File: src/rtl/id_ex_operand_stage.sv
// ID/EX register for the MIPS150 datapath.
// Forms ALU operands with MEM/WB forwarding and load-use bubbles.
module id_ex_operand_stage (
  input  logic        clk,
  input  logic        rst,
  input  logic        id_valid,
  input  logic [31:0] id_rs_data,
  input  logic [31:0] id_rt_data,
  input  logic [4:0]  id_rs,
  input  logic [4:0]  id_rt,
  input  logic [4:0]  id_rd,
  input  logic [15:0] id_imm,
  input  logic [4:0]  id_shamt,
  input  logic [4:0]  id_aluop,
  input  logic        id_use_imm,
  input  logic        id_imm_zext,
  input  logic        id_shift_const,
  input  logic        id_uses_rs,
  input  logic        id_uses_rt,
  input  logic        id_reg_write,
  input  logic        id_mem_read,
  input  logic [4:0]  mem_rd,
  input  logic        mem_reg_write,
  input  logic [31:0] mem_result,
  input  logic [4:0]  wb_rd,
  input  logic        wb_reg_write,
  input  logic [31:0] wb_data,
  input  logic        flush,
  input  logic        ex_stall,
  output logic [31:0] operand1,
  output logic [31:0] operand2,
  output logic [4:0]  ALUop,
  output logic        ex_valid,
  output logic        ex_reg_write,
  output logic        ex_mem_read,
  output logic [4:0]  ex_rd,
  output logic        stall_id
);

  typedef struct packed {
    logic        valid;
    logic [31:0] rs_data;
    logic [31:0] rt_data;
    logic [4:0]  rs;
    logic [4:0]  rt;
    logic [4:0]  rd;
    logic [15:0] imm;
    logic [4:0]  shamt;
    logic [4:0]  aluop;
    logic        use_imm;
    logic        imm_zext;
    logic        shift_const;
    logic        reg_write;
    logic        mem_read;
  } id_ex_t;

  id_ex_t ex_q;
  id_ex_t id_d;
  logic [31:0] fwd_rs;
  logic [31:0] fwd_rt;
  logic [31:0] imm_ext;
  logic        lu;

  assign id_d = '{
    valid:       id_valid,
    rs_data:     id_rs_data,
    rt_data:     id_rt_data,
    rs:          id_rs,
    rt:          id_rt,
    rd:          id_rd,
    imm:         id_imm,
    shamt:       id_shamt,
    aluop:       id_aluop,
    use_imm:     id_use_imm,
    imm_zext:    id_imm_zext,
    shift_const: id_shift_const,
    reg_write:   id_reg_write,
    mem_read:    id_mem_read
  };

  // Forward the youngest in-flight writer; $0 is never forwarded.
  always_comb begin
    fwd_rs = ex_q.rs_data;
    fwd_rt = ex_q.rt_data;
    if (mem_reg_write && mem_rd != 5'd0 && mem_rd == ex_q.rs)
      fwd_rs = mem_result;
    else if (wb_reg_write && wb_rd != 5'd0 && wb_rd == ex_q.rs)
      fwd_rs = wb_data;
    if (mem_reg_write && mem_rd != 5'd0 && mem_rd == ex_q.rt)
      fwd_rt = mem_result;
    else if (wb_reg_write && wb_rd != 5'd0 && wb_rd == ex_q.rt)
      fwd_rt = wb_data;
  end

  // Load in EX whose result the ID instruction needs next cycle.
  always_comb begin
    lu = 1'b0;
    if (ex_q.valid && ex_q.mem_read && id_valid && ex_q.rd != 5'd0)
      lu = (id_uses_rs && ex_q.rd == id_rs) ||
           (id_uses_rt && ex_q.rd == id_rt);
  end

  assign stall_id = ex_stall | (lu & ~flush);

  // Slot update: flush, then hold, then bubble, then advance.
  always_ff @(posedge clk or posedge rst) begin
    if (rst) begin
      ex_q <= '0;
    end else if (flush) begin
      ex_q <= '0;
    end else if (ex_stall) begin
      ex_q.rs_data <= fwd_rs;
      ex_q.rt_data <= fwd_rt;
    end else if (lu) begin
      ex_q <= '0;
    end else begin
      ex_q <= id_d;
    end
  end

  assign imm_ext = ex_q.imm_zext ? {16'b0, ex_q.imm}
                                 : {{16{ex_q.imm[15]}}, ex_q.imm};

  assign operand1 = ex_q.shift_const ? {27'b0, ex_q.shamt} : fwd_rs;
  assign operand2 = ex_q.use_imm ? imm_ext : fwd_rt;

  assign ALUop        = ex_q.aluop;
  assign ex_valid     = ex_q.valid;
  assign ex_reg_write = ex_q.reg_write;
  assign ex_mem_read  = ex_q.mem_read;
  assign ex_rd        = ex_q.rd;

endmodule

File: config.mk
export PLATFORM = sky130hd
export DESIGN_NAME = id_ex_operand_stage
export DESIGN_NICKNAME = d
export VERILOG_FILES = /design/src/rtl/id_ex_operand_stage.sv
export SDC_FILE = /design/constraint.sdc
export NUM_CORES = 1
export LEC_CHECK = 0
export ABC_CLOCK_PERIOD_IN_PS = 5250
export BUFFER_PORTS_ARGS = -buffer_cell sky130_fd_sc_hd__buf_2
export CORE_MARGIN = 4
export CORE_UTILIZATION = 40
export DETAILED_ROUTE_END_ITERATION = 8
export GPL_ROUTABILITY_DRIVEN = 0
export HOLD_SLACK_MARGIN = 0.1
export PLACE_DENSITY = 0.67
export SLEW_MARGIN = 20
export SYNTH_ARGS = -nofsm -noshare
export SYNTH_HDL_FRONTEND = slang
export SYNTH_SLANG_ARGS = --single-unit
File: constraint.sdc
create_clock -name clk -period 5.25 [get_ports clk]
set_clock_uncertainty 0.2 [all_clocks]
set_input_delay 1.05 -clock clk [delete_from_list [all_inputs] [get_ports clk]]
set_output_delay 1.05 -clock clk [all_outputs]
set_load 0.05 [all_outputs]
==> results of run 1 <==
==> flip-flops by register name, indices dropped and copies added, names as in the netlist <==
name          count
ex_rd             5
ex_q             98
ex_valid          1
ex_reg_write      1
ALUop             5
ex_mem_read       1
==> synthesized netlist by cell type (2+ instances only) <==
cell type	n	share of area
dfrtp_1	111	0.39
a22o_1	47	0.058
nand3_2	2	0.0028
nor3_1	28	0.020
o21ai_0	64	0.045
xnor2_1	20	0.025
buf_4	17	0.018
o211ai_2	2	0.0035
nand4_1	4	0.0035
o2bb2ai_1	64	0.079
nor2_1	69	0.036
clkbuf_1	37	0.019
xor2_1	10	0.012
nand2_1	24	0.013
buf_2	23	0.016
a221oi_2	62	0.13
or2_1	2	0.0018
nor3_2	2	0.0028
a221oi_1	2	0.0025
o31ai_1	37	0.039
buf_6	11	0.017
and3_1	64	0.056
==> layout make-up <==
type,count,area [µm²],share of cell area
Clock buffer,9,225,0.0254
Clock inverter,7,75.1,0.00847
Inverter,1,6.26,0.000706
Multi-Input combinational cell,513,3910,0.441
Sequential cell,111,2780,0.314
Tap cell,225,282,0.0318
Timing Repair Buffer,293,1590,0.179
==> power breakdown <==
group	internal (mW)	switching, mW
combinational	0.220	0.443
clock	0.338	0.355
sequential	0.905	0.0412
total	1.46	0.840
==> path summary, 6_finish.rpt <==
kind                               end  cells past startpoint
max                        operand2[1]                      8
min                           ALUop[4]                      1
max reg2reg                   ex_q[69]                      6
min reg2reg                   ALUop[4]                      1
max in group asynchronous      ex_q[2]                      3
min in group asynchronous    ex_q[108]                      2
==> metal layers <==
layer  wire length (µm)  GRT usage  vias to the layer above
met5                 21          0                        -
met4                563     0.0758                        4
met3               1770     0.0543                       47
met2              11700      0.398                      302
met1              10600      0.322                     3383
li1                   -          -                     3193
==> worst register-to-register path, delay by kind of cell (launching register included) <==
family	cells	cell delay (ps)
AO/OA/AOI/OAI	3	1130
XOR/XNOR	1	160
buffers and inverters	1	470
flip-flops	1	450
AND/OR/NAND/NOR	1	90
==> per-stage QoR <==
step / power (mW) / hold WS (ps) / utilization / instances
2_1_floorplan: 1.41 / 257 / - / 715
3_3_place_gp: 1.62 / 282 / 0.491 / 1143
3_5_place_dp: 1.63 / 279 / 0.491 / 1143
4_1_cts: 2.33 / 305 / 0.509 / 1159
5_1_grt: 2.41 / 321 / 0.509 / 1159
6_report: 2.30 / 304 / 0.509 / 1159
==> kinds of logic (layout without fill, tap and decap cells) <==
kind of cell           Yosys count  in the layout  synth area share
XOR/XNOR                        30             30            0.0368
flip-flops                     111            111             0.389
buffers and inverters           91            310            0.0725
AND/OR/NAND/NOR                200            200             0.141
AO/OA/AOI/OAI                  283            283             0.361
==> metrics.yaml, run 1 <==
outcome:
  status: "complete, no violations"
power:
  p_leak_nw: 4.16
  max-vdd-ir-drop_v: 0.000177
  p_per_area_nw_per_um2: 260
routing:
  wire_per_inst_um: 21.2
  via_per_inst: 5.98
  drt_iter0_drc: 411
  drc: 0
  num_vias: 6929
  routed_wl_um: 24600
  ant_nets: 0
  firstDrtPassIters: 4
synthesis:
  dominantRegCellSynth: "dfrtp_1"
  syn_area_um2: 7140
  ys_types: 35
  synthArstFlopShare: 1.00
  syn_area_per_cell_um2: 9.99
  synth_cells: 715
  synth.net_count: 908
  ys_ff_latch: 111
  synth_edf_count: 0
  seq_area_frac_synth: 0.389
  ys.warnings.count: 0
setup_path:
  arrival_ps: 3320
  path_delay_family: "simple AND/OR/NAND/NOR gates"
  worst-path-max-fanout: 15
  crit_start: "wb_rd[1]"
  crit_top_cell: "buf_2"
  endpoint_kind: "output port"
  path_cells: "buf_2, or4_1, o21a_4, nand3_2, buf_12, a221oi_1, o31ai_1, buf_2"
  crit_buf_inv: 3
  critPathSlowestCell: "or4_1"
  crit_type: "input pin to output port"
  rr_startpoint: "ex_rd[4]"
  startpoint_type: "input pin"
  critPathRequiredTime_ps: 4000
  cp_slowest_stage_delay_ps: 530
  r2r_setup_slack_ps: 2660
sta:
  setup_violations: 0
  fin_ws_ps: 679
  period_minus_slack_ps: 4570
  drv_slew: 0
  fmax_mhz: 219
  rsz0062_at_grt: "no"
  fin_crit_sh: 0.871
  slew_headroom: 0.427
  worst_pin_slew_ps: 859
  finalSetupTns_ps: 0
  hold_viol_final: 0
layout:
  final_cell_mix: "270 x buf_2, 109 x dfrtp_1, 65 x nor2_1"
  n_antenna_cell: 0
  final_layout_size_suffix_gt1_frac: 0.418
  area_growth_pct: 24.1
  postLayoutCellArea_um2: 8860
  final_common_cell: "buf_2"
  fill_cells: 1681
  nNetsFinal: 1122
place:
  placed_cell_area_um2: 8560
  dp.final_hpwl_um: 17200
  io_buffer_count: 270
  place_ws_ps: 716
global_route:
  grt_pass1_wl_um: 38800
  overflow: 0
  antenna_found_initial: 2
  grt_max_degree: 96
  grt_pass1_vias: 7029
  grt_use_total: 0.243
clock_network:
  clock_sinks: 111
  cts.clk_slew.worst_paths_ps: 80
  cts_max_level: 3
  cts-root-buf: "clkbuf_16"
  clk_path_buf_depth: 2
  postCtsHoldBufs: 0
  cts_tree: "yes"
  numCtsBuffers: 9
  postCtsSetupBuffers: 0
  cts_resized: 0
  insertion_delay_ps: 360
floorplanning:
  dieArea_um2: 20100
  fp.dieW_um: 142
  dieHeight_um: 142
  ios: 271
  fp.coreArea_um2: 17400
  fp-row-count: 48
  start_util: 0.410
min_path:
  hold_start: "ALUop[4]"
  hold_class: "register to register"
flow_run:
  max_cap_violations: 0
(Power assumes the default switching activity.)
==> run 2: changes to the inputs <==
--- a/config.mk
+++ b/config.mk
@@ -5,6 +5,7 @@
 export SDC_FILE = /design/constraint.sdc
 export NUM_CORES = 1
 export LEC_CHECK = 0
+export ABC_AREA = 1
 export ABC_CLOCK_PERIOD_IN_PS = 5250
 export BUFFER_PORTS_ARGS = -buffer_cell sky130_fd_sc_hd__buf_2
 export CORE_MARGIN = 4
@@ -12,7 +13,7 @@
 export DETAILED_ROUTE_END_ITERATION = 8
 export GPL_ROUTABILITY_DRIVEN = 0
 export HOLD_SLACK_MARGIN = 0.1
-export PLACE_DENSITY = 0.67
+export PLACE_DENSITY = 0.66
 export SLEW_MARGIN = 20
 export SYNTH_ARGS = -nofsm -noshare
 export SYNTH_HDL_FRONTEND = slang
==> run 2 against run 1 <==
Effect of this change:
- first-iteration DRC count up 41%
- core utilization decreased by 1.2 points
- combinational power increased by 8.0%
- sequential cell count is the same
- fmax grew 8.7%
- worst setup slack improved by 360 ps
- sequential power shrank 0.8%
- hold slack worse by 20 ps
- clock-buffer cell count grew 1
- non-clock buffer count shrank 6
- critical path type unchanged
- highest routed layer unchanged
==> metrics.yaml, run 2 <==
outcome:
  status: "complete, no violations"
routing:
  num_vias: 8615  # +24%
  firstDrtPassIters: 5  # +1
  drc: 0  # unchanged
  ant_nets: 0  # unchanged
  wire_per_inst_um: 16.9  # -20%
  via_per_inst: 5.13  # -14%
  drt_iter0_drc: 578  # +41%
  routed_wl_um: 28400  # +15%
power:
  power_mw: 2.38  # +3.2%
  clock_power_share: 0.304  # +0.003
  sw_frac_of_total: 0.370  # +0.00567
  p_int_mw: 1.50  # +2.3%
  comb_power_share: 0.301  # +0.013
  seqPwrFrac: 0.395  # -0.016
  p_switching_mw: 0.880  # +4.9%
  p_leak_nw: 5.78  # +39%
  max-vdd-ir-drop_v: 0.000177  # -0.23%
  p_per_area_nw_per_um2: 254  # -2.1%
synthesis:
  synth_cells: 1204  # +68%
  ys.warnings.count: 0  # unchanged
  syn_area_um2: 7700  # +7.8%
  synth-simple-area-share: 0.437  # +0.296
  synth-adder-area-share: 0  # unchanged
  synth_area_leader_cell: "dfrtp_1"
  ys_ff_latch: 111  # unchanged
  synthTopCellsByArea: "dfrtp_1 36%, nand2_1 19%, nand3_1 18%, inv_1 8.2%, nand4_1 2.8%"
  dominantRegCellSynth: "dfrtp_1"
  ys_top_cells_by_count: "390 x nand2_1, 281 x nand3_1, 169 x inv_1"
  synth_edf_count: 0  # unchanged
  synthMuxAreaShare: 0  # unchanged
  seq_area_frac_synth: 0.361  # -0.0281
  ys_types: 26  # -26%
  synth_compound_area_frac: 0.0358  # -0.325
  synth.net_count: 1397  # +54%
  synthXorXnorAreaFrac: 0.0171  # -0.0197
  yosysMostFrequentCell: "nand2_1"
  syn_area_per_cell_um2: 6.39  # -36%
  synthArstFlopShare: 1.00  # unchanged
  synth_top_area_share: 0.361  # -0.0281
  synth_top_family_by_area: "simple AND/OR/NAND/NOR gates"
layout:
  area_growth_pct: 21.4
  fill_cells: 1961  # +17%
  largest_reg_flops: 98  # unchanged
  final_layout_size_suffix_gt1_frac: 0.226  # -0.192
  final_common_cell: "nand2_1"
  final_cell_mix: "390 x nand2_1, 281 x nand3_1, 270 x buf_2, 168 x inv_1, 111 x dfrtp_1"
  nNetsFinal: 1606  # +43%
  largest-register: "ex_q"
sta:
  worst_pin_slew_ps: 836  # -23.6 ps
  slew_headroom: 0.443  # +0.0158
  hold_viol_final: 0  # unchanged
  drv_slew: 0  # unchanged
  rsz0062_at_grt: "no"
  fmax_mhz: 238  # +8.7%
  period_minus_slack_ps: 4210  # -364 ps
  fin_ws_ps: 1040  # +364 ps
  setup_violations: 0  # unchanged
  finalSetupTns_ps: 0  # unchanged
  fin_crit_sh: 0.801  # -0.0693
setup_path:
  worst-path-max-fanout: 32  # +17
  endpoint_kind: "output port"
  arrival_ps: 2960  # -360 ps
  critPathRequiredTime_ps: 4000  # about the same
  crit_type: "input pin to output port"
  startpoint_type: "input pin"
min_path:
  hold_class: "register to register"
global_route:
  antenna_found_initial: 3  # +1
  met2_usage: 0.434  # +0.0365
  overflow: 0  # unchanged
  grt_pass1_vias: 8498  # +21%
  grt_use_total: 0.260  # +0.0170
  grt_pass1_wl_um: 45100  # +16%
  grt_use_met3: 0.0521  # -0.00214
  use_met1: 0.335  # +0.0137
  grt_max_degree: 69  # -28%
  grt_most_used_layer: "met2"
floorplanning:
  ios: 271  # unchanged
  fp.dieW_um: 147  # +3.6%
  fp-row-count: 50  # +4.2%
  dieHeight_um: 147  # +3.6%
  dieArea_um2: 21500  # +7.3%
  fp.coreArea_um2: 18800  # +8.1%
  start_util: 0.409  # -0.00128
place:
  dp.final_hpwl_um: 19400  # +13%
  place_ws_ps: 1060  # +343 ps
  io_buffer_count: 270  # unchanged
clock_network:
  cts_max_level: 3  # unchanged
  cts_resized: 0  # unchanged
  postCtsSetupBuffers: 0  # unchanged
  clock_sinks: 111  # unchanged
  cts_tree: "yes"
  insertion_delay_ps: 350  # about the same
  clk_path_buf_depth: 2  # unchanged
  numCtsBuffers: 9  # unchanged
  postCtsHoldBufs: 0  # unchanged
  cts.clk_slew.worst_paths_ps: 70  # about the same
  cts-root-buf: "clkbuf_16"
flow_run:
  max_cap_violations: 0  # unchanged
run 2: cell types whose count changed after synthesis, moves of 52 or more:
cell	delta
a221oi_2	-62
inv_1	+168
o2bb2ai_1	-64
o21ai_0	-52
nand2_1	+366
and3_1	-64
nand3_1	+280
run 2: layout make-up:
type                       instances  area (µm²)  area share
antenna                            1        2.50    0.000268
clock buffer                      10         239      0.0256
clock inverter                     5        66.3     0.00710
inverter                         175         659      0.0706
multi-input combinational        829        3800       0.406
sequential                       111        2780       0.297
tap                              260         325      0.0348
timing repair buffer             287        1480       0.158
run 2: through the flow:
step / instance area [µm²] / hold slack [ps] / std cells / utilization
after floorplan: 7700 / 249 / 1204 / -
after detailed placement: 9040 / 265 / 1662 / 0.480
after global placement: 9040 / 262 / 1662 / 0.480
after CTS: 9340 / 285 / 1677 / 0.496
after global routing: 9350 / 296 / 1678 / 0.496
final: 9350 / 283 / 1678 / 0.496
run 2: worst max-delay path, stage by stage:
cell and delay (ps):
buf_2 120, inv_1 90, nand2_1 70, a21oi_1 220, nand3b_4 100, inv_2 510, nand2_1 190, a21oi_1 270
buf_2 310
run 2: cell families (layout without fill, tap and decap cells):
kind of cell	count (synthesis)	count (layout)
buffers and inverters	264	477
AOI/OAI and AO/OA	52	52
DFF	111	111
other	0	1
and+or+nand+nor	762	762
xor gates and xnor gates	15	15
run 2: metal layers:
metal / part of all wire / vias to the layer above
met2: 0.47 / 411
met4: 0.024 / 4
met3: 0.086 / 50
li1: - / 4210
met1: 0.42 / 3940
met5: 0.00092 / -
run 2: path summary, 6_finish.rpt:
path	startpoint	to	slack, ps	cells after the start
worst max register to register	ex_rd[3]	ex_rd[3]	2460	9
worst min register to register	ex_q[17]	ex_q[17]	280	2
worst max-delay path	mem_rd[4]	operand1[6]	1040	9
worst min-delay path	ex_q[17]	ex_q[17]	280	2
max in group asynchronous	rst	ex_q[95]	3470	3
min in group asynchronous	rst	ex_reg_write	450	2
run 2: power by group through the flow:
stage / registers [mW] / logic (mW) / clock network [mW]
finish: 0.939 / 0.716 / 0.722
global route: 0.947 / 0.782 / 0.768
CTS: 0.939 / 0.716 / 0.742
detailed placement: 0.956 / 0.714 / 0
global placement: 0.955 / 0.710 / 0
floorplan: 0.950 / 0.493 / 0
==> run 3: changes to the inputs <==
--- a/config.mk
+++ b/config.mk
@@ -5,15 +5,15 @@
 export SDC_FILE = /design/constraint.sdc
 export NUM_CORES = 1
 export LEC_CHECK = 0
-export ABC_AREA = 1
-export ABC_CLOCK_PERIOD_IN_PS = 5250
+export ABC_AREA = 0
+export ABC_CLOCK_PERIOD_IN_PS = 4250
 export BUFFER_PORTS_ARGS = -buffer_cell sky130_fd_sc_hd__buf_2
 export CORE_MARGIN = 4
 export CORE_UTILIZATION = 40
 export DETAILED_ROUTE_END_ITERATION = 8
 export GPL_ROUTABILITY_DRIVEN = 0
 export HOLD_SLACK_MARGIN = 0.1
-export PLACE_DENSITY = 0.66
+export PLACE_DENSITY = 0.67
 export SLEW_MARGIN = 20
 export SYNTH_ARGS = -nofsm -noshare
 export SYNTH_HDL_FRONTEND = slang
==> constraint.sdc (replaced) <==
create_clock -name clk -period 4.25 [get_ports clk]
set_clock_uncertainty 0.2 [all_clocks]
set_input_delay 0.85 -clock clk [delete_from_list [all_inputs] [get_ports clk]]
set_output_delay 0.85 -clock clk [all_outputs]
set_load 0.05 [all_outputs]
==> run 3 against run 2 <==
Effect of this change:
- routed wire length decreased by 16%
- global-route usage fell by 2.9 points
- core utilization up 1.6 points
- highest routed layer unchanged
==> metrics.yaml, run 3 (same netlist as run 1, synthesis figures left out) <==
power:
  p_int_mw: 1.82  # +22%
  power_mw: 2.87  # +21%
  comb_power_share: 0.287  # -0.014
  clock_power_share: 0.307  # +0.003
  p_switching_mw: 1.05  # +20%
  sw_frac_of_total: 0.366  # -0.00395
  p_per_area_nw_per_um2: 322  # +26%
  p_leak_nw: 4.21  # -27%
  max-vdd-ir-drop_v: 0.000235  # +33%
  seqPwrFrac: 0.406  # +0.011
setup_path:
  cp_slowest_stage_delay_ps: 550  # +40 ps
  path_cells: "buf_2, or4_1, o21a_4, nand3_2, buf_4, a221oi_1, o31ai_1, buf_2"
  endpoint_kind: "output port"
  crit_buf_inv: 3  # -1
  path_delay_family: "buffers and inverters"
  rr_startpoint: "ex_q[42]"
  r2r_cells: 7  # -2
  crit_type: "input pin to output port"
  worst-path-max-fanout: 15  # -53%
  startpoint_type: "input pin"
  crit_top_cell: "buf_2"
  arrival_ps: 2910  # -50 ps
  r2r-end: "ex_q[96]"
  critPathRequiredTime_ps: 3200  # -800 ps
  r2r_setup_slack_ps: 1900  # -560 ps
  critPathSlowestCell: "or4_1"
sta:
  rsz0062_at_grt: "no"
  hold_viol_final: 0  # unchanged
  drv_slew: 0  # unchanged
  fin_crit_sh: 0.932
  slew_headroom: 0.433  # -0.00979
  setup_violations: 0  # unchanged
  worst_pin_slew_ps: 850  # +14.7 ps
  hold_slack_ps: 302  # +19.2 ps
  fin_ws_ps: 287  # -756 ps
  period_minus_slack_ps: 3960
  finalSetupTns_ps: 0  # unchanged
  fmax_mhz: 252
layout:
  area_growth_pct: 25.0
  regArea_um2: 2780  # about the same
  final_common_cell: "buf_2"
  final_cell_mix: "270 x buf_2, 109 x dfrtp_1, 65 x nor2_1"
  nNetsFinal: 1126  # -30%
  fill_cells: 1647  # -16%
  multi_input_area_um2: 3910  # +2.9%
  largest_reg_flops: 98  # unchanged
  largest-register: "ex_q"
  final_layout_size_suffix_gt1_frac: 0.420  # +0.194
routing:
  num_vias: 6824  # -21%
  drc: 0  # unchanged
  drt_iter0_drc: 374  # -35%
  via_per_inst: 5.86  # +14%
  routed_wl_um: 23900  # -16%
  firstDrtPassIters: 5  # unchanged
  wire_per_inst_um: 20.5  # +22%
  ant_nets: 0  # unchanged
clock_network:
  cts.clk_slew.worst_paths_ps: 80  # about the same
  numCtsBuffers: 9  # unchanged
  postCtsSetupBuffers: 0  # unchanged
  insertion_delay_ps: 360  # about the same
  postCtsHoldBufs: 0  # unchanged
  clk_path_buf_depth: 2  # unchanged
  clock_sinks: 111  # unchanged
  cts_max_level: 3  # unchanged
  cts_resized: 0  # unchanged
  cts_tree: "yes"
  cts-root-buf: "clkbuf_16"
min_path:
  min_to: "ex_q[22]"
  hold_class: "register to register"
  hold_start: "ex_q[22]"
  hold_path_depth: 1  # -1
place:
  io_buffer_count: 270  # unchanged
  dp.final_hpwl_um: 17100  # -12%
  place_ws_ps: 296  # -762 ps
flow_run:
  max_cap_violations: 0  # unchanged
floorplanning:
  dieHeight_um: 142  # -3.5%
  dieArea_um2: 20100  # -6.8%
  ios: 271  # unchanged
  fp.coreArea_um2: 17400  # -7.5%
  fp-row-count: 48  # -4.0%
  fp.dieW_um: 142  # -3.5%
  start_util: 0.410  # +0.00128
global_route:
  grt_pass1_wl_um: 37100  # -18%
  grt_use_total: 0.231  # -0.0289
  grt_pass1_vias: 6816  # -20%
  overflow: 0  # unchanged
  grt_max_degree: 65  # -5.8%
  antenna_found_initial: 3  # unchanged
outcome:
  status: "complete, no violations"
==> run 3: area by class of cell <==
| class | instances | area share |
|---|---|---|
| Antenna cell | 2 | 0.000561 |
| Clock buffer | 9 | 0.0252 |
| Clock inverter | 7 | 0.00939 |
| Inverter | 1 | 0.000701 |
| Multi-Input combinational cell | 513 | 0.437 |
| Sequential cell | 111 | 0.311 |
| Tap cell | 225 | 0.0315 |
| Timing Repair Buffer | 297 | 0.184 |
==> run 3: worst max path at each step <==
| stage | startpoint | end | slack, ps | cells after the start |
|---|---|---|---|---|
| final | wb_rd[1] | operand2[1] | 290 | 8 |
| after global placement | wb_rd[1] | operand2[1] | 270 | 8 |
| after global routing | wb_rd[1] | operand2[0] | 120 | 8 |
| after detailed placement | wb_rd[1] | operand2[1] | 300 | 8 |
| after CTS | wb_rd[1] | operand2[1] | 270 | 8 |
| after floorplan | wb_rd[1] | operand1[2] | 20 | 6 |
==> run 3: power by group through the flow <==
stage | Sequential (mW) | Combinational (mW) | Clock [mW]
finish | 1.17 | 0.825 | 0.881
global route | 1.18 | 0.880 | 0.952
global placement | 1.19 | 0.821 | 0
detailed placement | 1.19 | 0.825 | 0
floorplan | 1.17 | 0.566 | 0
CTS | 1.17 | 0.827 | 0.902
==> run 3: stage by stage <==
stage | area (µm²) | cells | utilization
finish | 8930 | 1165 | 0.513
global route | 8930 | 1165 | 0.513
CTS | 8920 | 1163 | 0.512
detailed placement | 8610 | 1147 | 0.495
global placement | 8610 | 1147 | 0.495
floorplan | 7140 | 715 | -
==> run 3: metal layers <==
| layer | wire length, µm | GRT usage | vias to the layer above |
|---|---|---|---|
| li1 | - | - | 3206 |
| met1 | 9910 | 0.303 | 3304 |
| met2 | 11800 | 0.389 | 277 |
| met3 | 1750 | 0.0431 | 35 |
| met4 | 433 | 0.0692 | 2 |
| met5 | 13 | 0 | - |
